`src/rtl/imm_ext_pkg.sv`:
```
// Shared encodings for the immediate-extension pipeline: extension modes and
// the state of the output skid buffer.
package imm_ext_pkg;

  localparam int MODE_W = 2;

  typedef enum logic [MODE_W-1:0] {
    MODE_ZERO   = 2'd0,
    MODE_SIGN   = 2'd1,
    MODE_UPPER  = 2'd2,
    MODE_BRANCH = 2'd3
  } imm_mode_e;

  typedef enum logic [1:0] {
    ST_EMPTY = 2'd0,
    ST_ONE   = 2'd1,
    ST_TWO   = 2'd2
  } skid_state_e;

endpackage

```
`src/rtl/imm_extend_core.sv`:
```
// Combinational immediate extension: zero, sign, upper-placement and
// branch-offset (sign-extend then scale by 4).
module imm_extend_core
  import imm_ext_pkg::*;
#(
  parameter int DATA_ORIGINAL_SIZE = 16,
  parameter int DATA_EXTENDED_SIZE = 32
) (
  input  logic [DATA_ORIGINAL_SIZE-1:0] i_value,
  input  logic [MODE_W-1:0]             i_mode,
  output logic [DATA_EXTENDED_SIZE-1:0] o_value
);
  localparam int PAD = DATA_EXTENDED_SIZE - DATA_ORIGINAL_SIZE;

  logic [DATA_EXTENDED_SIZE-1:0] sext;
  assign sext = {{PAD{i_value[DATA_ORIGINAL_SIZE-1]}}, i_value};

  always_comb begin
    o_value = '0;
    case (imm_mode_e'(i_mode))
      MODE_ZERO:   o_value = {{PAD{1'b0}}, i_value};
      MODE_SIGN:   o_value = sext;
      MODE_UPPER:  o_value = {i_value, {PAD{1'b0}}};
      MODE_BRANCH: o_value = sext << 2;
      default:     o_value = '0;
    endcase
  end

endmodule

```
`src/rtl/imm_extend_pipe.sv`:
```
// Immediate extender with a 2-entry skid buffer on the output; o_ready is a
// register so i_ready never reaches the upstream handshake combinationally.
module imm_extend_pipe
  import imm_ext_pkg::*;
#(
  parameter int DATA_ORIGINAL_SIZE = 16,
  parameter int DATA_EXTENDED_SIZE = 32,
  parameter int TAG_SIZE           = 5
) (
  input  logic                          i_clk,
  input  logic                          i_reset,
  input  logic                          i_valid,
  output logic                          o_ready,
  input  logic [DATA_ORIGINAL_SIZE-1:0] i_value,
  input  logic [MODE_W-1:0]             i_mode,
  input  logic [TAG_SIZE-1:0]           i_tag,
  input  logic                          i_flush,
  output logic                          o_valid,
  input  logic                          i_ready,
  output logic [DATA_EXTENDED_SIZE-1:0] o_extended_value,
  output logic [TAG_SIZE-1:0]           o_tag
);

  // Room for the two guard bits that BRANCH shifts into.
  if (DATA_EXTENDED_SIZE < DATA_ORIGINAL_SIZE + 2) begin : g_bad_width
    $error("imm_extend_pipe: DATA_EXTENDED_SIZE must be >= DATA_ORIGINAL_SIZE + 2");
  end

  logic [DATA_EXTENDED_SIZE-1:0] ext_value;

  imm_extend_core #(
    .DATA_ORIGINAL_SIZE(DATA_ORIGINAL_SIZE),
    .DATA_EXTENDED_SIZE(DATA_EXTENDED_SIZE)
  ) u_core (
    .i_value(i_value),
    .i_mode (i_mode),
    .o_value(ext_value)
  );

  skid_state_e                   state;
  logic [DATA_EXTENDED_SIZE-1:0] skid_value;
  logic [TAG_SIZE-1:0]           skid_tag;
  logic                          accept, consume;

  assign accept  = i_valid && o_ready;
  assign consume = o_valid && i_ready;

  always_ff @(posedge i_clk or posedge i_reset) begin
    if (i_reset) begin
      state            <= ST_EMPTY;
      o_valid          <= 1'b0;
      o_ready          <= 1'b1;
      o_extended_value <= '0;
      o_tag            <= '0;
      skid_value       <= '0;
      skid_tag         <= '0;
    end else if (i_flush) begin
      state   <= ST_EMPTY;
      o_valid <= 1'b0;
      o_ready <= 1'b1;
    end else begin
      case (state)
        ST_EMPTY: if (accept) begin
          o_extended_value <= ext_value;
          o_tag            <= i_tag;
          o_valid          <= 1'b1;
          state            <= ST_ONE;
        end
        ST_ONE: begin
          if (accept && consume) begin
            o_extended_value <= ext_value;
            o_tag            <= i_tag;
          end else if (accept) begin
            skid_value <= ext_value;
            skid_tag   <= i_tag;
            o_ready    <= 1'b0;
            state      <= ST_TWO;
          end else if (consume) begin
            o_valid <= 1'b0;
            state   <= ST_EMPTY;
          end
        end
        ST_TWO: if (consume) begin
          o_extended_value <= skid_value;
          o_tag            <= skid_tag;
          o_ready          <= 1'b1;
          state            <= ST_ONE;
        end
        default: begin
          state   <= ST_EMPTY;
          o_valid <= 1'b0;
          o_ready <= 1'b1;
        end
      endcase
    end
  end

endmodule

```
`config.mk`:
```
export PLATFORM = sky130hd
export DESIGN_NAME = imm_extend_pipe
export DESIGN_NICKNAME = d
export VERILOG_FILES = /design/src/rtl/imm_ext_pkg.sv /design/src/rtl/imm_extend_core.sv /design/src/rtl/imm_extend_pipe.sv
export SDC_FILE = /design/constraint.sdc
export NUM_CORES = 1
export LEC_CHECK = 0
export BUFFER_PORTS_ARGS = -buffer_cell sky130_fd_sc_hd__buf_4
export CORE_AREA = 2 2 101 103
export CTS_CLUSTER_SIZE = 14
export DETAILED_ROUTE_END_ITERATION = 16
export DIE_AREA = 0 0 103 105
export PLACE_DENSITY_LB_ADDON = 0.2
export REMOVE_ABC_BUFFERS = 1
export SYNTH_ARGS = -nofsm -noshare
export SYNTH_HDL_FRONTEND = slang
export SYNTH_SLANG_ARGS = --single-unit
```
`constraint.sdc`:
```
create_clock -name i_clk -period 3.3 [get_ports i_clk]
set_input_delay 0.825 -clock i_clk [delete_from_list [all_inputs] [get_ports i_clk]]
set_output_delay 0.825 -clock i_clk [all_outputs]
set_load 0.05 [all_outputs]
```
==> After elaboration in Yosys (flattened, before gate mapping) <==
Index checks and enable logic that the tools add are counted.
{ "word_totals": {"out_inout_bits": 39, "elab_cells": 64, "inputBits": 28, "regBits": 78} }
{ "classes": {"n_reduce_logical": 11, "n_eq_ne": 17, "mux": 27, "bitwise_logic": 2} }
{ "op_table": {"columns": ["op", "count"], "rows": [
  ["one-hot mux 32 bit (4 select lines)", 1],
  ["two-way mux 32 bit", 3],
  ["one-hot mux 32 bit (3 select lines)", 1],
  ["inequality test 3 bit, second input constant", 6],
  ["two-way mux 5 bit", 3],
  ["one-hot mux 5 bit (3 select lines)", 1],
  ["two-way mux 2 bit", 6],
  ["AND reduction 4 bit", 3],
  ["inequality test 2 bit, second input constant", 5],
  ["AND reduction 5 bit", 2],
  ["two-way mux 1 bit", 9],
  ["== test 2 bit, second input constant", 3],
  ["one-hot mux 1 bit (3 select lines)", 2],
  ["one-hot mux 2 bit (3 select lines)", 1],
  ["== test 2 x 1 -> 1 bit, second input constant", 2],
  ["logical NOT 2 bit", 2],
  ["inequality test 4 bit, second input constant", 1],
  ["logical AND 1 bit", 3],
  ["nonzero test 3 bit", 1],
  ["inverter 1 bit", 2]
]} }

==> Depth between registers and ports, before layout <==
Gate-level depths: netlist of the first run.
{ "depth": {"depth_word": 6, "depth_mapped": 8, "mapped_depth_nobuf": 4} }

==> Cells and area by module <==
A second synthesis of the first run with hierarchy kept.
{ "unflattened": {"cells_unflattened": 267, "area_unflattened_um2": 3838.7} }
{ "by_module_without_submodules": {"columns": ["module", "seq_area_each_um2", "instances", "area_each_um2", "cells_per_inst"], "rows": [
  ["imm_extend_pipe", 1953.1, 1, 3473.3, 225],
  ["imm_extend_core", 0.0, 1, 365.4, 42]
]} }

==> Worst setup path before layout of the first run <==
OpenSTA, ideal clock, no wires.
{ "synth_path": {"kind": "input-to-reg", "from": "in i_ready", "to": "reg o_extended_value[10]", "n_path_buf": 2, "setup_time_ps": 125, "cell_stages": 6, "t_arrival_ps": 1994, "t_required_ps": 3175, "path_slack_ps": 1181, "path_cell_list": "and2_1 -> buf_6 -> a32oi_4 -> a21oi_4 -> buf_12 -> mux2_4"} }
{ "synth_between": {"elab_chain_cells": 4, "elab_cells_between_ends": 5, "classes_between": "2 x eq/ne; 3 x reduce/logical"} }
{ "synth_rtl": {"columns": ["element", "line", "source"], "rows": [
  ["from (decl)", "imm_extend_pipe.sv:19", "input logic i_ready,"],
  ["logical AND 1 bit *", "imm_extend_pipe.sv:46", "assign consume = o_valid && i_ready;"],
  ["logical AND 1 bit", "imm_extend_pipe.sv:70", "if (accept && consume) begin"],
  ["inequality test 2 bit (no line)", null, null],
  ["AND reduction 5 bit (no line) *", null, null],
  ["to (signal assigned)", "imm_extend_pipe.sv:64", "o_extended_value <= ext_value;"],
  ["to (signal assigned)", "imm_extend_pipe.sv:71", "o_extended_value <= ext_value;"],
  ["to (signal assigned)", "imm_extend_pipe.sv:84", "o_extended_value <= skid_value;"],
  ["to (decl)", "imm_extend_pipe.sv:20", "output logic [DATA_EXTENDED_SIZE-1:0] o_extended_value,"]
]} }
Every way passes the cells marked *; elsewhere a longest branch is shown, timed or not.
A chain may end at the register's enable or synchronous reset.

==> Worst setup path in the final report of the first run <==
{ "layout_path": {"from": "in i_ready", "to": "reg skid_value[25]"} }
{ "layout_between": {"elab_chain_cells": 4} }
{ "layout_rtl": {"columns": ["element", "line", "source"], "rows": [
  ["logical AND 1 bit", "imm_extend_pipe.sv:46", null],
  ["logical AND 1 bit", "imm_extend_pipe.sv:70", null],
  ["inverter 1 bit (no line)", null, null],
  ["AND reduction 4 bit (no line)", null, null],
  ["to (signal assigned)", "imm_extend_pipe.sv:74", "skid_value <= ext_value;"],
  ["to (decl)", "imm_extend_pipe.sv:41", "logic [DATA_EXTENDED_SIZE-1:0] skid_value;"]
]} }
No other way between the ends.

==> results of run 1 <==
==> placed cells by master (no fill, tap or decap), drive strengths merged, types with 2 or more instances in the layout <==
master	instances
a21oi	30
a31oi	2
and2	3
buf	70
bufinv	3
clkbuf	13
dfrtp	77
mux2	40
nand2	98
nand2b	4
nand3	2
nor2	2
nor2b	15
o21ai	63
==> logic make-up after synthesis <==
group | share of synthesized area, %
AND/OR/NAND/NOR | 15.0
AO/OA/AOI/OAI | 14.3
flip-flops | 51.0
multiplexers | 14.7
buffers and inverters | 5.00
==> metal layers <==
metal | up-vias | global-route usage [%]
li1 | 1387 | -
met1 | 1325 | 23.1
met2 | 53 | 23.2
met3 | 9 | 2.74
met4 | 0 | 6.48
met5 | - | 0
==> layout make-up <==
class | instances | area [sq um] | share of cell area [%]
clock buffer | 13 | 159 | 3.45
clock inverter | 3 | 90.1 | 1.95
inverter | 2 | 8.76 | 0.190
multi-input combinational | 270 | 1680 | 36.5
sequential | 78 | 1950 | 42.4
tap | 133 | 166 | 3.61
timing repair buffer | 70 | 551 | 11.9
==> worst min-delay path by stage <==
stage	start	endpoint	slack, ps	depth (start not counted)
2_1_floorplan	skid_value[16]$_DFFE_PP0P_	skid_value[16]$_DFFE_PP0P_	430	2
3_3_place_gp	skid_value[16]$_DFFE_PP0P_	skid_value[16]$_DFFE_PP0P_	450	2
3_5_place_dp	skid_value[16]$_DFFE_PP0P_	skid_value[16]$_DFFE_PP0P_	460	2
4_1_cts	i_reset	o_tag[2]$_DFFE_PP0P_	350	2
5_1_grt	i_reset	o_tag[2]$_DFFE_PP0P_	360	2
6_report	i_reset	o_tag[2]$_DFFE_PP0P_	360	2
==> state kept, by name, indices dropped and copies added (netlist names) <==
name and cells:
state 2, o_valid 1, skid_tag 5, skid_value 32, o_ready 1, o_extended_value 32
o_tag 5
==> synth_stat cells, drive strengths merged <==
cell	count	area share (%)
o22ai	1	0.16
nand2	98	9.7
inv	2	0.20
o21ai	63	8.2
a31oi	2	0.33
and2	3	0.49
nor2b	15	2.5
dfstp	1	0.69
nor2	2	0.20
nand3b	1	0.20
a32oi	1	0.72
nand3	2	0.26
clkbuf	13	1.3
a211oi	1	0.20
a21o	1	0.20
nand4b	1	0.23
nor3	1	0.13
and3b	1	0.26
nand2b	4	0.65
buf	13	3.5
o21bai	1	0.20
mux2	40	15
or3	1	0.16
and2b	1	0.26
a21oi	30	4.2
dfrtp	77	50
==> stage by stage <==
stage                     total power [mW]  instance area (sq um)  utilization (%)
after floorplan                       2.90                   3640                -
after global placement                3.39                   4360             45.2
after detailed placement              3.44                   4360             45.2
after CTS                             4.34                   4610             47.8
after global routing                  4.53                   4610             47.8
final                                 4.29                   4610             47.8
==> power by group through the flow <==
stage	Combinational, mW	Clock [mW]	Sequential [mW]
6_report	1.78	0.893	1.62
5_1_grt	1.90	0.950	1.67
4_1_cts	1.80	0.910	1.62
3_5_place_dp	1.80	0	1.64
3_3_place_gp	1.77	0	1.62
2_1_floorplan	0.597	0	2.30
==> impl_metrics.ini, run 1 <==
[status]
status = complete, no violations

[logic_synthesis]
yosys_warnings = 0
ys_ff_latch = 78
synth_cells = 376
yosysUniqueCellTypes = 32
yosysSeqAreaShare_pct = 51.0
synth_area_sq_um = 3830
syn_avg_cell_area_sq_um = 10.2

[critical_path]
cp_cell_sequence = buf_4 > and2_1 > or3_2 > nand2_1 > o21ai_0
r2r-end = skid_value[25]$_DFFE_PP0P_
cp-endpoint = skid_value[25]$_DFFE_PP0P_
critPathSlowestCell = or3_2
r2r_start = o_ready$_DFFE_PP1P_
crit_family = simple AND/OR/NAND/NOR gates
rr_worst_depth = 4
worst-setup-path-type = primary input to flip-flop
crit_path_start = i_ready
crit_required_ps = 3480
critical_path_arrival_ps = 2440
cpPeakStageDelay_ps = 950
path_buf_inv = 1
crit_fanout = 68
worst-path-stages = 5
endpoint_kind = flip-flop
startpoint_type = primary input
r2r_slack_ps = 1130

[run]
max_cap_violations = 0

[route]
routed_via_density = 4.88
ant_nets = 0
wl_microns = 8020
via_count = 2774
route.detailed.drc = 0
drt_iter0_drc = 139
route.met2.wl_microns = 3540
routed.top_layer = met4
drtPass1Iterations = 4
wl_met3_microns = 356
wl_per_cell_microns = 14.1
met1_length_microns = 3990

[floorplan]
die_x_microns = 103
fp.dieArea_sq_um = 10800
fp-row-count = 36
core_area_sq_um = 9640
start_util_pct = 39.7
pin_count = 67
fp.dieH_microns = 105

[final_layout]
area_growth_pct = 20.5
drive_above_1_share_pct = 30.3
diodes = 0
fin_nets = 459
fillers = 965
finalNonFillerCells = 569

[timing]
grt_setup_unrepaired = false
worst_pin_slew_ps = 1070
fin_crit_ps = 2260
fmax_mhz = 442
relSlewSlack_pct = 29.0
setup_tns_ps = 0
hold_viol = 0
fin_worst_skew_ps = 10.1
setup_viol = 0
drv_slew = 0
period_share_pct = 68.5
fin_ws_ps = 1040
holdWs_ps = 357

[cts]
clk_latency_ps = 350
cts.sinks = 78
cts_root_buf = clkbuf_8
cts_tree = yes
clk_pin_slew_worst_paths_ps = 80
htreeDepth = 3
cts_buffer_depth = 2
ctsResizeCount = 0
cts_setup_buffers = 0
cts_made_buffers = 9
hold_buffers = 0

[power]
power_switching_mw = 1.69
ir_drop_uv = 340
powerDensity_nw_per_um2 = 930
share_clk_of_total_power_pct = 20.8
pwr-share-seq_pct = 37.7
sw_frac_of_total_pct = 39.4
p_leak_nw = 2.12
p_int_mw = 2.60
p_comb_share_pct = 41.5

[placed_design]
post-dp-hpwl_microns = 5170
post-place-ws_ps = 656
globalplace.congestion = 0.775
portBuffers = 66
placed_cells = 553

[grt]
grt_pass1_vias = 2703
overflow = 0
antenna_found_initial = 0
grt.total_usage_pct = 15.9
grt_max_degree = 72
grt_first_pass_wirelength_microns = 13400

[min_path]
hold_path_class = primary input to async pin
Power figures use the tool's default switching activity.
==> run 2: changes to the inputs <==
==> constraint.sdc (replaced) <==
create_clock -name i_clk -period 2.05 [get_ports i_clk]
set_input_delay 0.5125 -clock i_clk [delete_from_list [all_inputs] [get_ports i_clk]]
set_output_delay 0.5125 -clock i_clk [all_outputs]
set_load 0.05 [all_outputs]
==> impl_metrics.ini, run 2 (same netlist as run 1, synthesis figures left out) <==
[status]
status = complete, no violations

[min_path]
hold_path_class = primary input to async pin

[timing]
fin_worst_skew_ps = 9.29
fmax_mhz = 532
worst_pin_slew_ps = 1130
period_share_pct = 91.7
fin_ws_ps = 170
hold_viol = 0
relSlewSlack_pct = 24.7
setup_viol = 0
drv_slew = 0
grt_setup_unrepaired = false
fin_crit_ps = 1880

[final_layout]
area_growth_pct = 20.4
final_cell_mix = nand2_1, dfrtp_1, buf_4
fin_nets = 465
mostFrequentLayoutCell = nand2_1
diodes = 0
reg.largest.list = o_extended_value: 32 flops, skid_value: 32 flops
fillers = 960
finalNonFillerCells = 574
drive_above_1_share_pct = 31.5

[grt]
grt_pass1_vias = 2762
grt_max_degree = 69
overflow = 0
grt_first_pass_wirelength_microns = 14300
antenna_found_initial = 0
grt.total_usage_pct = 17.1

[cts]
cts_made_buffers = 9
cts.sinks = 78
hold_buffers = 0
cts_tree = yes
cts_setup_buffers = 0
ctsResizeCount = 0
cts_root_buf = clkbuf_8
clk_pin_slew_worst_paths_ps = 80
htreeDepth = 3
clk_latency_ps = 360
cts_buffer_depth = 2

[critical_path]
crit_required_ps = 2300
startpoint_type = flip-flop
crit_fanout = 22
endpoint_kind = flip-flop
critical_path_arrival_ps = 2130
worst-setup-path-type = flip-flop to flip-flop
rr_worst_depth = 5

[placed_design]
globalplace.congestion = 0.750
portBuffers = 66
post-dp-hpwl_microns = 5560
placed_cells = 559
post-place-ws_ps = -124

[power]
p_int_mw = 3.82
share_clk_of_total_power_pct = 16.3
p_leak_nw = 2.12
pwr-share-seq_pct = 39.7
powerDensity_nw_per_um2 = 1430
power_switching_mw = 2.77
p_comb_share_pct = 44.0
sw_frac_of_total_pct = 42.1
ir_drop_uv = 581

[route]
routed_via_density = 4.93
wl_per_cell_microns = 15.0
via_count = 2832
drtPass1Iterations = 4
wl_microns = 8600
drt_iter0_drc = 156
ant_nets = 0
route.detailed.drc = 0

[floorplan]
die_x_microns = 103
pin_count = 67
fp.dieH_microns = 105
fp.dieArea_sq_um = 10800
fp-row-count = 36
start_util_pct = 39.7
core_area_sq_um = 9640

[run]
max_cap_violations = 0
## run 2: path summary, 6_finish.rpt
path,startpoint,end,slack [ps]
setup / recovery,o_ready$_DFFE_PP1P_,o_extended_value[29]$_DFFE_PP0P_,170
hold / removal,i_reset,skid_tag[4]$_DFFE_PP0P_,230
setup reg to reg,o_ready$_DFFE_PP1P_,o_extended_value[29]$_DFFE_PP0P_,170
hold reg to reg,skid_tag[0]$_DFFE_PP0P_,skid_tag[0]$_DFFE_PP0P_,480
max in group asynchronous,i_reset,o_extended_value[5]$_DFFE_PP0P_,1310
min in group i_clk,i_tag[4],skid_tag[4]$_DFFE_PP0P_,350
## run 2: cell type report
type                    count  area [sq um]  share of cell area [%]
flip-flops and latches     78          1950                    42.4
multi-input cells         270          1680                    36.5
repair buffers             76           621                    13.5
well taps                 133           166                    3.61
clock buffers              11           151                    3.29
clock inverters             4          22.5                   0.489
inverters                   2          8.76                   0.190
## run 2: critical path, stage by stage (launching register included)
cell,delay (ps)
dfstp_2,630
and3b_2,230
nand2_2,70
a21oi_4,210
buf_12,250
mux2_2,360
## run 2: per-stage QoR
stage	setup TNS (ps)	hold WS [ps]	power, mW	util (%)	instance area, sq um
floorplan	-68660	435	4.66	-	3640
global placement	-822	445	5.51	46.0	4430
detailed placement	-840	463	5.58	46.0	4430
CTS	0	251	6.66	47.8	4610
global route	0	269	6.99	47.8	4610
finish	0	233	6.59	47.8	4610
## run 2: power by group through the flow
stage / sequential [mW] / clock, mW / combinational (mW)
after detailed placement: 2.65 / 0 / 2.93
after global placement: 2.62 / 0 / 2.89
after floorplan: 3.70 / 0 / 0.960
after CTS: 2.62 / 1.10 / 2.93
final: 2.61 / 1.08 / 2.90
after global routing: 2.71 / 1.16 / 3.11
## run 2: metal layers
metal | GRT usage (%) | up-vias | part of all wire, %
met1 | 25.9 | 1364 | 50
li1 | - | 1388 | -
met4 | 6.77 | 0 | 1.5
met5 | 0 | - | 0
met2 | 23.7 | 69 | 44
met3 | 3.34 | 11 | 4.4
